==> src/rtl/instr_split_queue.sv <==
// instr_split_queue
// Circular instruction buffer between fetch and decode. Holds up to DEPTH
// {pc, instr} pairs and presents the MIPS fields of the head entry, along with
// the format class, the extended immediate and the jump target. Flush empties
// the queue on a branch redirect. When the queue is empty, every head-derived
// output is held at zero.

module instr_split_queue #(
    parameter int DEPTH      = 4,
    parameter bit ZEXT_LOGIC = 1'b1
) (
    input  logic                     clk,
    input  logic                     reset,
    input  logic                     flush,
    input  logic                     in_valid,
    output logic                     in_ready,
    input  logic [31:0]              in_pc,
    input  logic [31:0]              in_instr,
    output logic                     out_valid,
    input  logic                     out_ready,
    output logic [31:0]              out_pc,
    output logic [5:0]               opcode,
    output logic [4:0]               rs,
    output logic [4:0]               rt,
    output logic [4:0]               rd,
    output logic [4:0]               shamt,
    output logic [5:0]               funct,
    output logic [15:0]              imm,
    output logic [25:0]              address,
    output logic [31:0]              imm_ext,
    output logic [31:0]              jump_target,
    output logic [1:0]               fmt,
    output logic [$clog2(DEPTH):0]   count
);

    localparam int            AW       = $clog2(DEPTH);
    localparam logic [AW:0]   FULL_CNT = (AW + 1)'(DEPTH);

    logic [31:0]   pc_mem    [DEPTH];
    logic [31:0]   instr_mem [DEPTH];
    logic [AW-1:0] wr_ptr;
    logic [AW-1:0] rd_ptr;
    logic [AW:0]   count_q;
    logic          push;
    logic          pop;
    logic [31:0]   head_pc;
    logic [31:0]   head_instr;
    logic [3:0]    pc4_hi;
    logic          is_logic_op;

    assign in_ready  = (count_q != FULL_CNT);
    assign out_valid = (count_q != '0);
    assign push      = in_valid & in_ready;
    assign pop       = out_valid & out_ready;
    assign count     = count_q;

    // Pointer and occupancy tracking; flush wins over any push/pop that cycle.
    always_ff @(posedge clk or posedge reset) begin
        if (reset) begin
            wr_ptr  <= '0;
            rd_ptr  <= '0;
            count_q <= '0;
        end else if (flush) begin
            wr_ptr  <= '0;
            rd_ptr  <= '0;
            count_q <= '0;
        end else begin
            if (push) wr_ptr <= wr_ptr + AW'(1);
            if (pop)  rd_ptr <= rd_ptr + AW'(1);
            case ({push, pop})
                2'b10:   count_q <= count_q + (AW + 1)'(1);
                2'b01:   count_q <= count_q - (AW + 1)'(1);
                default: count_q <= count_q;
            endcase
        end
    end

    // Entry storage; contents are never observed while the queue is empty, so no reset.
    always_ff @(posedge clk) begin
        if (push && !flush) begin
            pc_mem[wr_ptr]    <= in_pc;
            instr_mem[wr_ptr] <= in_instr;
        end
    end

    // Head entry, forced to zero while the queue is empty so all fields read zero.
    always_comb begin
        head_pc    = '0;
        head_instr = '0;
        if (out_valid) begin
            head_pc    = pc_mem[rd_ptr];
            head_instr = instr_mem[rd_ptr];
        end
    end

    assign out_pc  = head_pc;
    assign opcode  = head_instr[31:26];
    assign rs      = head_instr[25:21];
    assign rt      = head_instr[20:16];
    assign rd      = head_instr[15:11];
    assign shamt   = head_instr[10:6];
    assign funct   = head_instr[5:0];
    assign imm     = head_instr[15:0];
    assign address = head_instr[25:0];

    // Only the top nibble of pc+4 is needed; it carries in when pc[27:2] is all ones.
    assign pc4_hi      = head_pc[31:28] + {3'b000, &head_pc[27:2]};
    assign jump_target = {pc4_hi, head_instr[25:0], 2'b00};

    // Format class and immediate extension decoded from the head opcode.
    always_comb begin
        fmt         = 2'd1;
        is_logic_op = (opcode == 6'h0c) || (opcode == 6'h0d) || (opcode == 6'h0e);
        imm_ext     = {{16{imm[15]}}, imm};
        if (opcode == 6'h00) begin
            fmt = 2'd0;
        end else if (opcode == 6'h02 || opcode == 6'h03) begin
            fmt = 2'd2;
        end
        if (ZEXT_LOGIC && is_logic_op) begin
            imm_ext = {16'h0000, imm};
        end
    end

endmodule
==> config.mk <==
export PLATFORM = sky130hd
export DESIGN_NAME = instr_split_queue
export DESIGN_NICKNAME = d
export VERILOG_FILES = /design/src/rtl/instr_split_queue.sv
export SDC_FILE = /design/constraint.sdc
export NUM_CORES = 1
export LEC_CHECK = 0
export ABC_AREA = 1
export CORE_MARGIN = 5
export CORE_UTILIZATION = 46
export CTS_CLUSTER_SIZE = 10
export DETAILED_ROUTE_END_ITERATION = 8
export PLACE_DENSITY = 0.78
export SLEW_MARGIN = 10
export SYNTH_ARGS = -nofsm -noshare
export SYNTH_HDL_FRONTEND = slang
export SYNTH_SLANG_ARGS = --single-unit
==> constraint.sdc <==
create_clock -name clk -period 3.9 [get_ports clk]
set_clock_uncertainty 0.1 [all_clocks]
set_input_delay 0.78 -clock clk [delete_from_list [all_inputs] [get_ports clk]]
set_output_delay 0.78 -clock clk [all_outputs]
set_load 0.01 [all_outputs]
==> flow_summary.yaml, run 1 <==
run_status:
  outcome: "finished clean"
worst_hold_path:
  hold_class: "in -> async"
worst_setup_path:
  crit_buf_inv: 3
  r2r-start: "count[0]"
  cp-end-kind: "output pin"
  crit_chain: "buf_4, buf_12, nand2_1, nand3_1, nand2_1, nor2_1, nand2_1, nor2_1, nand2_1, nor2_1, ha_2, ha_1, dlygate4sd2_1"
  r2r-end: "count[2]"
  crit_slowest_cell: "dfrtp_4"
  rr_worst_depth: 11
  crit_required_ns: 3.02
  max_stage_delay_ns: 0.48
  cp_num_cells: 13
  setup.worst_path.start_class: "flip-flop"
  crit_top_cell: "nand2_1"
  rrSetupSlack_ns: 1.22
  critical-path-top-delay-family: "simple AND/OR/NAND/NOR gates"
  arrival_ns: 2.91
  cp_max_fo: 20
  path_class: "reg -> out"
place:
  post-place-ws_ns: 0.239
  io_buffers: 243
  hpwlAfterDp_um: 16900
  place_congestion: 0.790
clock_tree:
  clockBufferDepth: 3
  path_clk_slew_ns: 0.06
  htree_levels: 1
  clock_latency_ns: 0.54
  root_buffer: "clkbuf_16"
  cts.sinks: 263
  cts_buffers: 30
  cts_hold_buf: 0
  cts_tree: "built"
timing:
  clock.fmax_ghz: 0.264
  fin_setup_tns_ns: 0
  layout_min_cycle_time_ns: 3.79
  grt_setup_unrepaired: "yes"
  final_max_slew_viol_count: 0
  finalHoldViolCount: 0
  fin_crit_sh: 0.972
  finalSetupViolCount: 0
  relSlewSlack: 0.568
  fin_ws_ns: 0.110
  tightestPinTransition_ns: 0.648
  holdWs_ns: 0.378
global_routing:
  grt_start_max_net_pins: 50
  grt_use_total: 0.184
  grt_pass1_vias: 7588
  antenna_found_initial: 2
  gr-total-overflow: 0
  grt_pass1_wl_um: 41700
synth:
  async_reset_ff_frac: 0.0266
  syn_avg_cell_area_um2: 11.3
  synth-main-ff-cell: "edfxtp_1"
  yosysWarnings: 0
  yosys-top-cells-count: "edfxtp_1 (256), nand2_1 (175), nor2_1 (175), buf_4 (109), o21ai_0 (78)"
  yosys.cell_types.count: 29
  synth_edf_count: 256
  synthTopCellsByArea: "edfxtp_1 (66%), buf_4 (7.0%), nand2_1 (5.7%)"
  synth.most_common_cell: "edfxtp_1"
  netlist_instances: 1029
  synth_top_cell_by_area: "edfxtp_1"
  seq_area_frac_synth: 0.677
  synth_top_area_share: 0.662
  ys_ff_latch: 263
  synth_area_um2: 11600
floorplan:
  core-area_um2: 25000
  start_util: 0.464
  die_x_um: 169
  dieArea_um2: 28500
  die_y_um: 169
  ios: 246
  num_rows: 58
job:
  max_cap_viol_count: 0
drt:
  postRouteWirelength_um: 27300
  firstDrtPassIters: 5
  route.detailed.wl_per_inst_um: 17.7
  ant_nets: 0
  vias: 7768
  drc: 0
  via_per_inst: 5.03
  drt_iter0_markers: 614
final_layout:
  utilization: 0.589
  nets: 1270
  synthToLayoutAreaGrowth_pct: 27.0
  drive_gt1_frac: 0.0801
pwr:
  power.leakage_nw: 5.50
  ir_drop_uv: 475
  power_density_nw_per_um2: 749
==> what timing repair did <==
item,in CTS,in global routing
pin swaps,1,1
cloned,4,0
buffers inserted,8,2
setup endpoints to repair,90,85
hold endpoints to repair,0,0
gates resized for setup,39,25
==> registers in the layout, indices dropped and copies added (netlist names) <==
| register | cells |
|---|---|
| count | 3 |
| instr_mem | 128 |
| wr_ptr | 2 |
| rd_ptr | 2 |
| pc_mem | 128 |
==> metrics by stage <==
stage / total power [mW] / cells / instance area [um^2]
6_report: 11.0 / 1543 / 14700
3_5_place_dp: 8.51 / 1479 / 13700
3_3_place_gp: 8.42 / 1479 / 13700
5_1_grt: 11.6 / 1543 / 14700
2_1_floorplan: 6.52 / 1030 / 11600
4_1_cts: 11.1 / 1540 / 14700
==> layout make-up <==
type	instances	area (um^2)
fill	1947	10300
sequential	263	7870
timing repair buffer	279	2800
multi-input combinational	554	2540
clock buffer	48	828
tap	330	413
inverter	64	256
timing repair inverter	2	27.5
clock inverter	1	16.3
antenna	2	5.00
==> per-layer routing <==
metal | vias to the layer above | routed length (um) | track usage
met5 | - | 0 | 0
met4 | 0 | 478 | 0.0498
met3 | 33 | 1880 | 0.0297
met2 | 267 | 14200 | 0.335
met1 | 3757 | 10800 | 0.227
li1 | 3711 | - | -
==> layout by cell type, fill, tap and decap left out, drive strengths merged <==
| cell | count |
|---|---|
| a21boi | 1 |
| a21oi | 50 |
| and2 | 2 |
| buf | 35 |
| bufbuf | 1 |
| clkbuf | 49 |
| clkdlybuf4s15 | 3 |
| clkdlybuf4s50 | 223 |
| clkinv | 3 |
| conb | 2 |
| dfrtp | 7 |
| diode | 2 |
| dlygate4sd2 | 15 |
| dlymetal6s2s | 1 |
| edfxtp | 256 |
| fa | 1 |
| ha | 6 |
| inv | 64 |
| nand2 | 175 |
| nand3 | 42 |
| nand4 | 1 |
| nor2 | 175 |
| nor3 | 2 |
| o211ai | 9 |
| o21ai | 84 |
| o22ai | 1 |
| xnor2 | 1 |
| xor2 | 2 |
==> how the worst max path moves through the flow <==
stage / startpoint / endpoint / slack [ns]
detailed placement: rd_ptr[0] / jump_target[30] / 0.24
global placement: rd_ptr[0] / jump_target[30] / 0.34
global route: rd_ptr[0] / jump_target[29] / -0.02
finish: rd_ptr[0] / jump_target[29] / 0.11
CTS: rd_ptr[0] / imm[11] / 0.004
floorplan: in_valid / instr_mem[0][0] / -0.42
==> cell families (layout without fill, tap and decap cells) <==
logic type                 after synthesis  count (layout)  share of synthesized area
adders and majority gates                7               7                    0.00819
other                                    1               4                   0.000323
buffers and inverters                  213             394                      0.111
and+or+nand+nor                        397             397                      0.135
AOI/OAI and AO/OA                      145             145                     0.0654
DFF                                    263             263                      0.677
xor gates and xnor gates                 3               3                    0.00226
==> worst register-to-register path: stages (launching register included) <==
cell	delay (ns)
dfrtp_1	0.47
nor3_4	0.27
buf_4	0.20
buf_4	0.38
nor2_1	0.15
nand2_1	0.14
inv_1	0.07
fa_1	0.37
xnor2_1	0.15
xor2_1	0.17
nand2_1	0.07
nand2_1	0.04
==> report_power, final <==
part	leakage (nW)	internal (mW)	total [mW]	switching, mW
sequential	2.42	3.29	3.36	0.0722
combinational	2.68	2.53	5.26	2.73
clock	0.404	1.43	2.43	1.00
total	5.50	7.25	11.0	3.80
(Power assumes the default switching activity.)
==> inputs of run 2 (changes only) <==
--- a/config.mk
+++ b/config.mk
@@ -6,7 +6,7 @@
 export NUM_CORES = 1
 export LEC_CHECK = 0
 export ABC_AREA = 1
-export CORE_MARGIN = 5
+export CORE_MARGIN = 8
 export CORE_UTILIZATION = 46
 export CTS_CLUSTER_SIZE = 10
 export DETAILED_ROUTE_END_ITERATION = 8
==> flow_summary.yaml, run 2 (synthesized netlist as in run 1, its figures left out) <==
timing:
  final_max_slew_viol_count: 0
  fin_crit_sh: 0.975
  finalSetupViolCount: 0
  tightestPinTransition_ns: 0.641
  clock.fmax_ghz: 0.263
  fin_ws_ns: 0.0977
  relSlewSlack: 0.572
  finalHoldViolCount: 0
  layout_min_cycle_time_ns: 3.80
  grt_setup_unrepaired: "yes"
  holdWs_ns: 0.392
final_layout:
  fin_area_um2: 14800
  fillers: 1947
  nets: 1269
  utilization: 0.595
  synthToLayoutAreaGrowth_pct: 27.9
  drive_gt1_frac: 0.0789
  layout_commonest_cell: "edfxtp_1"
  layout_common_cells: "edfxtp_1 (256), clkdlybuf4s50_1 (223), nand2_1 (175)"
drt:
  ant_nets: 0
  drt_iter0_markers: 448
  drc: 0
  postRouteWirelength_um: 28500
  route.detailed.wl_per_inst_um: 18.4
  vias: 7726
  via_per_inst: 4.99
  firstDrtPassIters: 7
floorplan:
  die_x_um: 175
  num_rows: 58
  dieArea_um2: 30600
  die_y_um: 175
  start_util: 0.465
  core-area_um2: 25000
  ios: 246
worst_setup_path:
  crit_required_ns: 3.02
  cp_max_fo: 13
  cp-end-kind: "output pin"
  crit_slowest_cell: "dfrtp_4"
  worstSetupStartpoint: "rd_ptr[0]"
  crit_chain: "buf_4, inv_6, nand2_1, nand3_1, nand2_1, nor2_1, nand3_1, nor2_1, nand2_1, nor2_1, ha_2, ha_1, xor2_1, buf_2"
  critical-path-top-delay-family: "simple AND/OR/NAND/NOR gates"
  setup.worst_path.start_class: "flip-flop"
  arrival_ns: 2.92
  r2r-start: "count[2]"
  path_class: "reg -> out"
  rr_worst_depth: 11
  crit_buf_inv: 3
  cp_num_cells: 14
  max_stage_delay_ns: 0.57
global_routing:
  grt_use_total: 0.179
  grt_pass1_vias: 7823
  grt_start_max_net_pins: 52
  gr-total-overflow: 0
  grt_pass1_wl_um: 43400
  antenna_found_initial: 2
pwr:
  power.leakage_nw: 5.71
  power_density_nw_per_um2: 756
  ir_drop_uv: 437
clock_tree:
  cts.sinks: 263
  clock_latency_ns: 0.53
  path_clk_slew_ns: 0.05
  root_buffer: "clkbuf_16"
  cts_hold_buf: 0
  cts_buffers: 30
  htree_levels: 1
  cts_tree: "built"
  clockBufferDepth: 3
job:
  max_cap_viol_count: 0
place:
  post-place-ws_ns: 0.215
  dpl-instance-area_um2: 13700
  io_buffers: 243
  place_congestion: 0.802
  hpwlAfterDp_um: 18300
run_status:
  outcome: "finished clean"
worst_hold_path:
  hold_class: "in -> async"
-- run 2: worst reg2reg max path: stages (launching register included) --
cell and delay, ns:
dfrtp_1 0.46, nor3_4 0.27, buf_4 0.20, buf_4 0.25, nor2_1 0.10, nand2_1 0.12
inv_1 0.06, fa_1 0.37, xnor2_1 0.15, xor2_1 0.17, nand2_1 0.07, nand2_1 0.04
-- run 2: layout make-up --
type / instances / area [um^2] / area share
clock buffer: 53 / 847 / 0.0571
timing repair buffer: 279 / 2880 / 0.194
multi-input combinational: 554 / 2520 / 0.170
timing repair inverter: 1 / 8.76 / 0.000590
sequential: 263 / 7870 / 0.530
inverter: 64 / 256 / 0.0173
antenna: 1 / 2.50 / 0.000169
tap: 330 / 413 / 0.0278
clock inverter: 2 / 46.3 / 0.00312
-- run 2: routing by layer --
metal / track usage / up-vias / part of all wire
li1: - / 3719 / -
met1: 0.213 / 3668 / 0.39
met2: 0.316 / 288 / 0.51
met3: 0.0360 / 49 / 0.071
met4: 0.0657 / 2 / 0.026
met5: 0 / - / 0.00046
-- run 2: path summary, 6_finish.rpt --
path | endpoint | slack [ns]
setup / recovery | jump_target[30] | 0.1
hold / removal | rd_ptr[0] | 0.39
setup reg to reg | count[2] | 1.43
hold reg to reg | count[2] | 0.54
max in group asynchronous | rd_ptr[0] | 3.03
min in group clk | count[2] | 0.54
-- run 2: what timing repair did --
item,4_1_cts,5_1_grt
resized for setup,16,39
gates cloned,1,2
setup buffers,1,5
setup endpoints to repair,30,57
pin swaps,1,2
-- run 2: metrics by stage --
step	TNS, ns	instances	total power, mW
detailed placement	0	1482	8.63
CTS	0	1539	11.3
floorplan	-106.52	1030	6.52
global route	-0.0750	1547	11.8
global placement	0	1482	8.55
finish	0	1547	11.2
-- run 2: report_power, final --
| group | internal, mW | leakage (nW) | switching [mW] |
|---|---|---|---|
| Clock | 1.52 | 0.424 | 1.02 |
| Combinational | 2.56 | 2.87 | 2.76 |
| Sequential | 3.28 | 2.42 | 0.0840 |
| Total | 7.37 | 5.71 | 3.86 |
